## src/rtl/fsic_serdes_pkg.sv

```systemverilog
// fsic_serdes_pkg: link FSM state encoding and serdes control register constants
package fsic_serdes_pkg;
  typedef enum logic [2:0] {
    IDLE    = 3'd0,
    WR_RX   = 3'd1,
    WR_TX   = 3'd2,
    RD_CHK  = 3'd3,
    WAIT_RX = 3'd4,
    UP      = 3'd5,
    ERR     = 3'd6,
    WR_OFF  = 3'd7
  } link_state_t;
  localparam int unsigned SERDES_CTRL_OFS = 0;
  localparam int unsigned RXEN_BIT = 0;
  localparam int unsigned TXEN_BIT = 1;
endpackage

```

## src/rtl/serdes_axil_master.sv

```systemverilog
// serdes_axil_master: single-beat AXI-lite master, one write or one read in flight at a time
module serdes_axil_master #(
  parameter int pADDR_WIDTH = 15,
  parameter int pDATA_WIDTH = 32
) (
  input  logic                     axi_clk,
  input  logic                     axi_reset_n,
  input  logic                     req,
  input  logic                     we,
  input  logic [pADDR_WIDTH-1:0]   addr,
  input  logic [pDATA_WIDTH-1:0]   wdata,
  output logic                     busy,
  output logic                     done,
  output logic [pDATA_WIDTH-1:0]   rdata,
  output logic                     m_awvalid,
  output logic [pADDR_WIDTH-1:0]   m_awaddr,
  input  logic                     m_awready,
  output logic                     m_wvalid,
  output logic [pDATA_WIDTH-1:0]   m_wdata,
  output logic [pDATA_WIDTH/8-1:0] m_wstrb,
  input  logic                     m_wready,
  output logic                     m_arvalid,
  output logic [pADDR_WIDTH-1:0]   m_araddr,
  input  logic                     m_arready,
  input  logic                     m_rvalid,
  input  logic [pDATA_WIDTH-1:0]   m_rdata,
  output logic                     m_rready
);
  logic wr_hs, rd_hs, launch;
  // address and data are presented together, so a write finishes only when both are accepted at once
  assign wr_hs = m_awvalid && m_awready && m_wready;
  assign rd_hs = m_rready && m_rvalid;
  assign busy = m_awvalid || m_arvalid || m_rready;
  assign launch = req && !busy;
  assign done = wr_hs || rd_hs;
  assign rdata = m_rdata;
  always_ff @(posedge axi_clk or negedge axi_reset_n)
    if (!axi_reset_n) begin
      m_awvalid <= 1'b0;
      m_wvalid <= 1'b0;
      m_awaddr <= '0;
      m_wdata <= '0;
      m_wstrb <= '0;
      m_arvalid <= 1'b0;
      m_araddr <= '0;
      m_rready <= 1'b0;
    end else begin
      if (launch && we) begin
        m_awvalid <= 1'b1;
        m_wvalid <= 1'b1;
        m_awaddr <= addr;
        m_wdata <= wdata;
        m_wstrb <= '1;
      end else if (wr_hs) begin
        m_awvalid <= 1'b0;
        m_wvalid <= 1'b0;
      end
      if (launch && !we) begin
        m_arvalid <= 1'b1;
        m_araddr <= addr;
      end else if (m_arvalid && m_arready) begin
        m_arvalid <= 1'b0;
        m_rready <= 1'b1;
      end else if (rd_hs) m_rready <= 1'b0;
    end
endmodule

```

## src/rtl/serdes_link_ctrl.sv

```systemverilog
// serdes_link_ctrl: serdes link bring-up/shutdown sequencer over AXI-lite.
// Define SERDES_LINK_RETRY_EN to retry a failed bring-up up to three times before ERR.
module serdes_link_ctrl
  import fsic_serdes_pkg::*;
#(
  parameter int pADDR_WIDTH = 15,
  parameter int pDATA_WIDTH = 32,
  parameter int pTMO_WIDTH = 16
) (
  input  logic                     axi_clk,
  input  logic                     axi_reset_n,
  input  logic                     start,
  input  logic                     clr,
  input  logic [pTMO_WIDTH-1:0]    timeout_cfg,
  input  logic                     rx_received,
  output logic                     m_awvalid,
  output logic [pADDR_WIDTH-1:0]   m_awaddr,
  input  logic                     m_awready,
  output logic                     m_wvalid,
  output logic [pDATA_WIDTH-1:0]   m_wdata,
  output logic [pDATA_WIDTH/8-1:0] m_wstrb,
  input  logic                     m_wready,
  output logic                     m_arvalid,
  output logic [pADDR_WIDTH-1:0]   m_araddr,
  input  logic                     m_arready,
  input  logic                     m_rvalid,
  input  logic [pDATA_WIDTH-1:0]   m_rdata,
  output logic                     m_rready,
  output logic                     cc_is_enable,
  output logic                     link_up,
  output logic                     link_err,
  output logic [2:0]               state_o
);
  link_state_t state, nxt, fail_st;
  logic rx_meta, rx_sync, clr_pend, req, we, busy, done, stop, rd_ok;
  logic [pTMO_WIDTH-1:0] tmo_cnt;
  logic [pDATA_WIDTH-1:0] wr_data, rdata, en_mask, rx_mask;
  always_comb begin
    en_mask = '0;
    en_mask[RXEN_BIT] = 1'b1;
    en_mask[TXEN_BIT] = 1'b1;
    rx_mask = '0;
    rx_mask[RXEN_BIT] = 1'b1;
  end
  assign req = (state inside {WR_RX, WR_TX, RD_CHK, WR_OFF}) && !busy;
  assign we = state != RD_CHK;
  assign wr_data = (state == WR_TX) ? en_mask : (state == WR_RX) ? rx_mask : '0;
  assign rd_ok = (rdata & en_mask) == en_mask;
  assign stop = clr || clr_pend;
  assign state_o = state;
`ifdef SERDES_LINK_RETRY_EN
  logic [1:0] retry_cnt;
  assign fail_st = (retry_cnt == 2'd3) ? ERR : WR_RX;
  always_ff @(posedge axi_clk or negedge axi_reset_n)
    if (!axi_reset_n) retry_cnt <= '0;
    else if (clr || (start && state inside {IDLE, ERR}) || nxt == UP) retry_cnt <= '0;
    else if (nxt == WR_RX && state inside {RD_CHK, WAIT_RX}) retry_cnt <= retry_cnt + 2'd1;
`else
  assign fail_st = ERR;
`endif
  always_comb begin
    nxt = state;
    case (state)
      IDLE:    nxt = (start && !clr) ? WR_RX : IDLE;
      WR_RX:   nxt = !done ? WR_RX : stop ? WR_OFF : WR_TX;
      WR_TX:   nxt = !done ? WR_TX : stop ? WR_OFF : RD_CHK;
      RD_CHK:  nxt = !done ? RD_CHK : stop ? WR_OFF : rd_ok ? WAIT_RX : fail_st;
      WAIT_RX: nxt = clr ? WR_OFF : rx_sync ? UP : (tmo_cnt == '0) ? fail_st : WAIT_RX;
      UP:      nxt = clr ? WR_OFF : UP;
      ERR:     nxt = clr ? WR_OFF : start ? WR_RX : ERR;
      default: nxt = done ? IDLE : WR_OFF;
    endcase
  end
  // a clr seen mid-transaction is remembered until that transaction's handshake
  always_ff @(posedge axi_clk or negedge axi_reset_n)
    if (!axi_reset_n) begin
      state <= IDLE;
      rx_meta <= 1'b0;
      rx_sync <= 1'b0;
      clr_pend <= 1'b0;
      tmo_cnt <= '0;
      link_up <= 1'b0;
      link_err <= 1'b0;
      cc_is_enable <= 1'b0;
    end else begin
      state <= nxt;
      rx_meta <= rx_received;
      rx_sync <= rx_meta;
      clr_pend <= (state inside {WR_RX, WR_TX, RD_CHK}) && !done && stop;
      tmo_cnt <= (nxt == WAIT_RX && state != WAIT_RX) ? timeout_cfg :
                 (state == WAIT_RX && tmo_cnt != '0) ? tmo_cnt - 1'b1 : tmo_cnt;
      link_up <= nxt == UP;
      link_err <= nxt == ERR;
      cc_is_enable <= !(nxt inside {IDLE, ERR});
    end
  serdes_axil_master #(.pADDR_WIDTH(pADDR_WIDTH), .pDATA_WIDTH(pDATA_WIDTH)) u_axil (
    .axi_clk(axi_clk),
    .axi_reset_n(axi_reset_n),
    .req(req),
    .we(we),
    .addr(pADDR_WIDTH'(SERDES_CTRL_OFS)),
    .wdata(wr_data),
    .busy(busy),
    .done(done),
    .rdata(rdata),
    .m_awvalid(m_awvalid),
    .m_awaddr(m_awaddr),
    .m_awready(m_awready),
    .m_wvalid(m_wvalid),
    .m_wdata(m_wdata),
    .m_wstrb(m_wstrb),
    .m_wready(m_wready),
    .m_arvalid(m_arvalid),
    .m_araddr(m_araddr),
    .m_arready(m_arready),
    .m_rvalid(m_rvalid),
    .m_rdata(m_rdata),
    .m_rready(m_rready)
  );
endmodule

```

## config.mk

```make
export PLATFORM = sky130hd
export DESIGN_NAME = serdes_link_ctrl
export DESIGN_NICKNAME = d
export VERILOG_FILES = /design/src/rtl/fsic_serdes_pkg.sv /design/src/rtl/serdes_axil_master.sv /design/src/rtl/serdes_link_ctrl.sv
export SDC_FILE = /design/constraint.sdc
export NUM_CORES = 1
export LEC_CHECK = 0
export BUFFER_PORTS_ARGS = -buffer_cell sky130_fd_sc_hd__buf_4
export CELL_PAD_IN_SITES_DETAIL_PLACEMENT = 0
export CELL_PAD_IN_SITES_GLOBAL_PLACEMENT = 1
export CORE_MARGIN = 3
export CORE_UTILIZATION = 28
export CTS_BUF_LIST = sky130_fd_sc_hd__clkbuf_8 sky130_fd_sc_hd__clkbuf_16
export DETAILED_ROUTE_END_ITERATION = 8
export HOLD_SLACK_MARGIN = 0.15
export PLACE_DENSITY_LB_ADDON = 0.05
export SLEW_MARGIN = 10
export SYNTH_ARGS = -nofsm -noshare
export SYNTH_HDL_FRONTEND = slang
export SYNTH_SLANG_ARGS = --single-unit
```

## constraint.sdc

```tcl
create_clock -name axi_clk -period 1.86 [get_ports axi_clk]
set_input_delay 0.186 -clock axi_clk [delete_from_list [all_inputs] [get_ports axi_clk]]
set_output_delay 0.186 -clock axi_clk [all_outputs]
set_load 0.02 [all_outputs]
```

==> reports/summary.txt <==
Failing checks -> setup timing
Antenna-violating nets left -> 0
Synth cell count leaders -> 64 x buf_4, 31 x dfrtp_1, 26 x nand2_1
Antenna fix cells -> 0
Clk sinks -> 31
Worst-path clk slew -> 0.08 ns
Maximum VDD drop -> 0.636 mV
Area grow syn2layout -> 62.0%
Crit share post-route -> 1.13
CP max stage cell -> or4_4
Worst setup SP type -> flip-flop
Antenna violations before repair -> 0
Crit path max-delay family -> compound AO/OA/AOI/OAI gates
Synth area leader -> dfrtp_1
Vias per cell -> 4.32
Share of Yosys cell area claimed by the top area cell type -> 0.333
CTS tree -> done
First-pass GRT wire length -> 10900 um
Critical path class -> reg -> reg
Min-delay worst type -> in -> reg
Crit path max fanout -> 5
Via Count -> 2265
Worst EP required -> 2.04 ns
Final hold vios -> 0
Element type at the critical path end -> flip-flop
Proportion of layout cells with a drive suffix above 1 -> 0.476
Setup TNS -> -2.61 ns
Setup ws final -> -0.249 ns
Fraction of registers with async set/reset -> 1.00
Final setup viols -> 16
Fill cells -> 776
Clock root cell -> clkbuf_8
Gpl congestion -> 0.780
Chip Width -> 97.2 um
Grt ovf -> 0
Starting density of the core -> 0.295
Die area -> 9450 um2
Syn Inst Count -> 276
Num CTS Buffers -> 5
Die Span Y -> 97.2 um
Final Hold Slack -> 0.153 ns
DRT Wirelength -> 6830 um
Run status -> complete, but fails checks
Clock Tree Buf Depth -> 2
Placed inst area -> 3060 um2
Flops & latches, synth -> 31
DR WL/cell -> 13.0 um
Crit path DAT -> 2.29 ns
Number of remaining DRC errors -> 0
Starting DRC count in detailed routing -> 35
Io pins -> 133
Worst clock skew -> 0.0103 ns
PD cells -> 1650 nW/um2
Critical Path Most Common Cell -> buf_6
Fin nets -> 480
Pre-Repair DR Iteration Count -> 4
Post-synthesis cell area -> 2330 um2
Highest clock rate -> 474 MHz
Largest net degree at the start of global routing -> 32
Worst-path cell chain -> buf_6, a21oi_2, o32a_1, o211ai_1, buf_4, or4_4, buf_6, a31o_1
Top cells by area, synth -> dfrtp_1 33%, buf_4 21%, o21ai_0 4.7%, nand2_1 4.2%, nor2_1 2.3%
H-tree Lvls -> 2
Max Slew Vio Count -> 0
IO buf count -> 42
Clock latency on the worst-skew pair -> 0.29 ns
Synth warnings -> 0
Number of flops mapped to enable cells by yosys -> 0
Top_reg_cell synth -> dfrtp_1
Seq/Total Area, Yosys -> 0.333
Post-route cell area -> 3770 um2
Core area -> 7890 um2
Synth unique cells -> 52
Leak -> 1.78 nW
Area occupied by multi-input gates -> 1470 um2
Vias in the first global route -> 2239
GR Util All Layers -> 0.140
Crit-path max cell delay -> 0.52 ns
Row cnt -> 32
Most used standard cell by instance count after synthesis -> buf_4
Unrepaired setup endpoints after global routing -> yes
CP bufs+invs -> 3
Sequential standard cell area -> 782 um2
Maxcap violations -> 0
Syn Area/Cell -> 8.44 um2
Post-layout min period -> 2.11 ns
Post-DP HPWL -> 5030 um
## layer usage
layer  routed length, um  GRT usage
met5                   0          0
met4                  70     0.0410
met3                 292     0.0251
met2                3600      0.247
met1                2860      0.174
## sequential cells by signal (all words and copies together) (netlist names)
signal,cells
link_err,1
u_axil.m_arvalid,1
link_up,1
tmo_cnt,16
cc_is_enable,1
state_o,3
clr_pend,1
u_axil.m_rready,1
rx_meta,1
u_axil.m_wstrb,1
u_axil.m_wdata,2
rx_sync,1
u_axil.m_awvalid,1
## final cells by class
| type | count | area share |
|---|---|---|
| clock buffer | 5 | 0.0182 |
| clock inverter | 3 | 0.00431 |
| inverter | 8 | 0.00796 |
| multi-input combinational | 220 | 0.390 |
| sequential | 31 | 0.207 |
| tap | 102 | 0.0338 |
| timing repair buffer | 155 | 0.338 |
## stage by stage
step,worst slack (ns),power (W),utilization,instances
2_1_floorplan,-0.155,0.00317,-,335
3_3_place_gp,-0.346,0.00468,0.388,480
3_5_place_dp,-0.439,0.00467,0.388,480
4_1_cts,-0.251,0.00591,0.457,518
5_1_grt,-0.303,0.00667,0.478,524
6_report,-0.249,0.00621,0.478,524
## path summary, 6_finish.rpt
check | startpoint | to | slack, ns | cells past startpoint
min in group asynchronous | axi_reset_n | tmo_cnt[1] | 0.39 | 2
worst max-delay path | state_o[1] | tmo_cnt[2] | -0.25 | 8
worst min register to register | rx_meta | rx_sync | 0.35 | 0
max in group asynchronous | axi_reset_n | state_o[1] | 1.13 | 2
worst max register to register | state_o[1] | tmo_cnt[2] | -0.25 | 8
worst min-delay path | timeout_cfg[3] | tmo_cnt[3] | 0.15 | 3
## worst reg2reg max path, cell delays in order, from the launching register on
cell	delay, ns
dfrtp_2	0.44
buf_6	0.13
a21oi_2	0.10
o32a_1	0.16
o211ai_1	0.14
buf_4	0.17
or4_4	0.52
buf_6	0.15
a31o_1	0.19
## layout by cell type (no fill, tap or decap), types with 3 or more instances in the layout
master         instances
nor2_1                11
o211ai_1               4
dfrtp_1               26
a31oi_1                4
inv_1                  7
nand2_1               24
nor4_1                 3
dlygate4sd3_1         15
nor4_4                 3
clkbuf_8               5
a22oi_2                5
o21ai_0               15
dfrtp_2                5
conb_1                60
nor3_1                 6
nand3_1                6
nand2b_1               3
buf_6                 18
o21ai_1                8
a21oi_1                5
nor2b_4                3
a21oi_2                5
buf_4                121
## report_power, final
part	switching, W	leakage [nW]	internal (W)
Combinational	0.00209	1.37	0.00234
Sequential	0.000249	0.370	0.000987
Clock	0.000279	0.0453	0.000256
## kinds of logic (layout without fill, tap and decap cells)
| family | count (synthesis) | after routing | share of synthesized area |
|---|---|---|---|
| simple gates | 86 | 86 | 0.199 |
| buf+inv | 84 | 171 | 0.246 |
| compound gates | 68 | 68 | 0.193 |
| flops | 31 | 31 | 0.333 |
| fa+ha+maj | 2 | 2 | 0.0107 |
| xor+xnor | 2 | 2 | 0.00752 |
| mux | 2 | 2 | 0.00860 |
| other cells | 1 | 60 | 0.00161 |
## timing repair
action / in CTS / in global routing
setup endpoints to repair: 19 / 20
endpoints found under the hold margin: 46 / 0
hold buffers: 15 / 0
pin swaps: 14 / 10
setup buffers: 16 / 8
resized for setup: 45 / 29
Power figures use the tool's default switching activity.
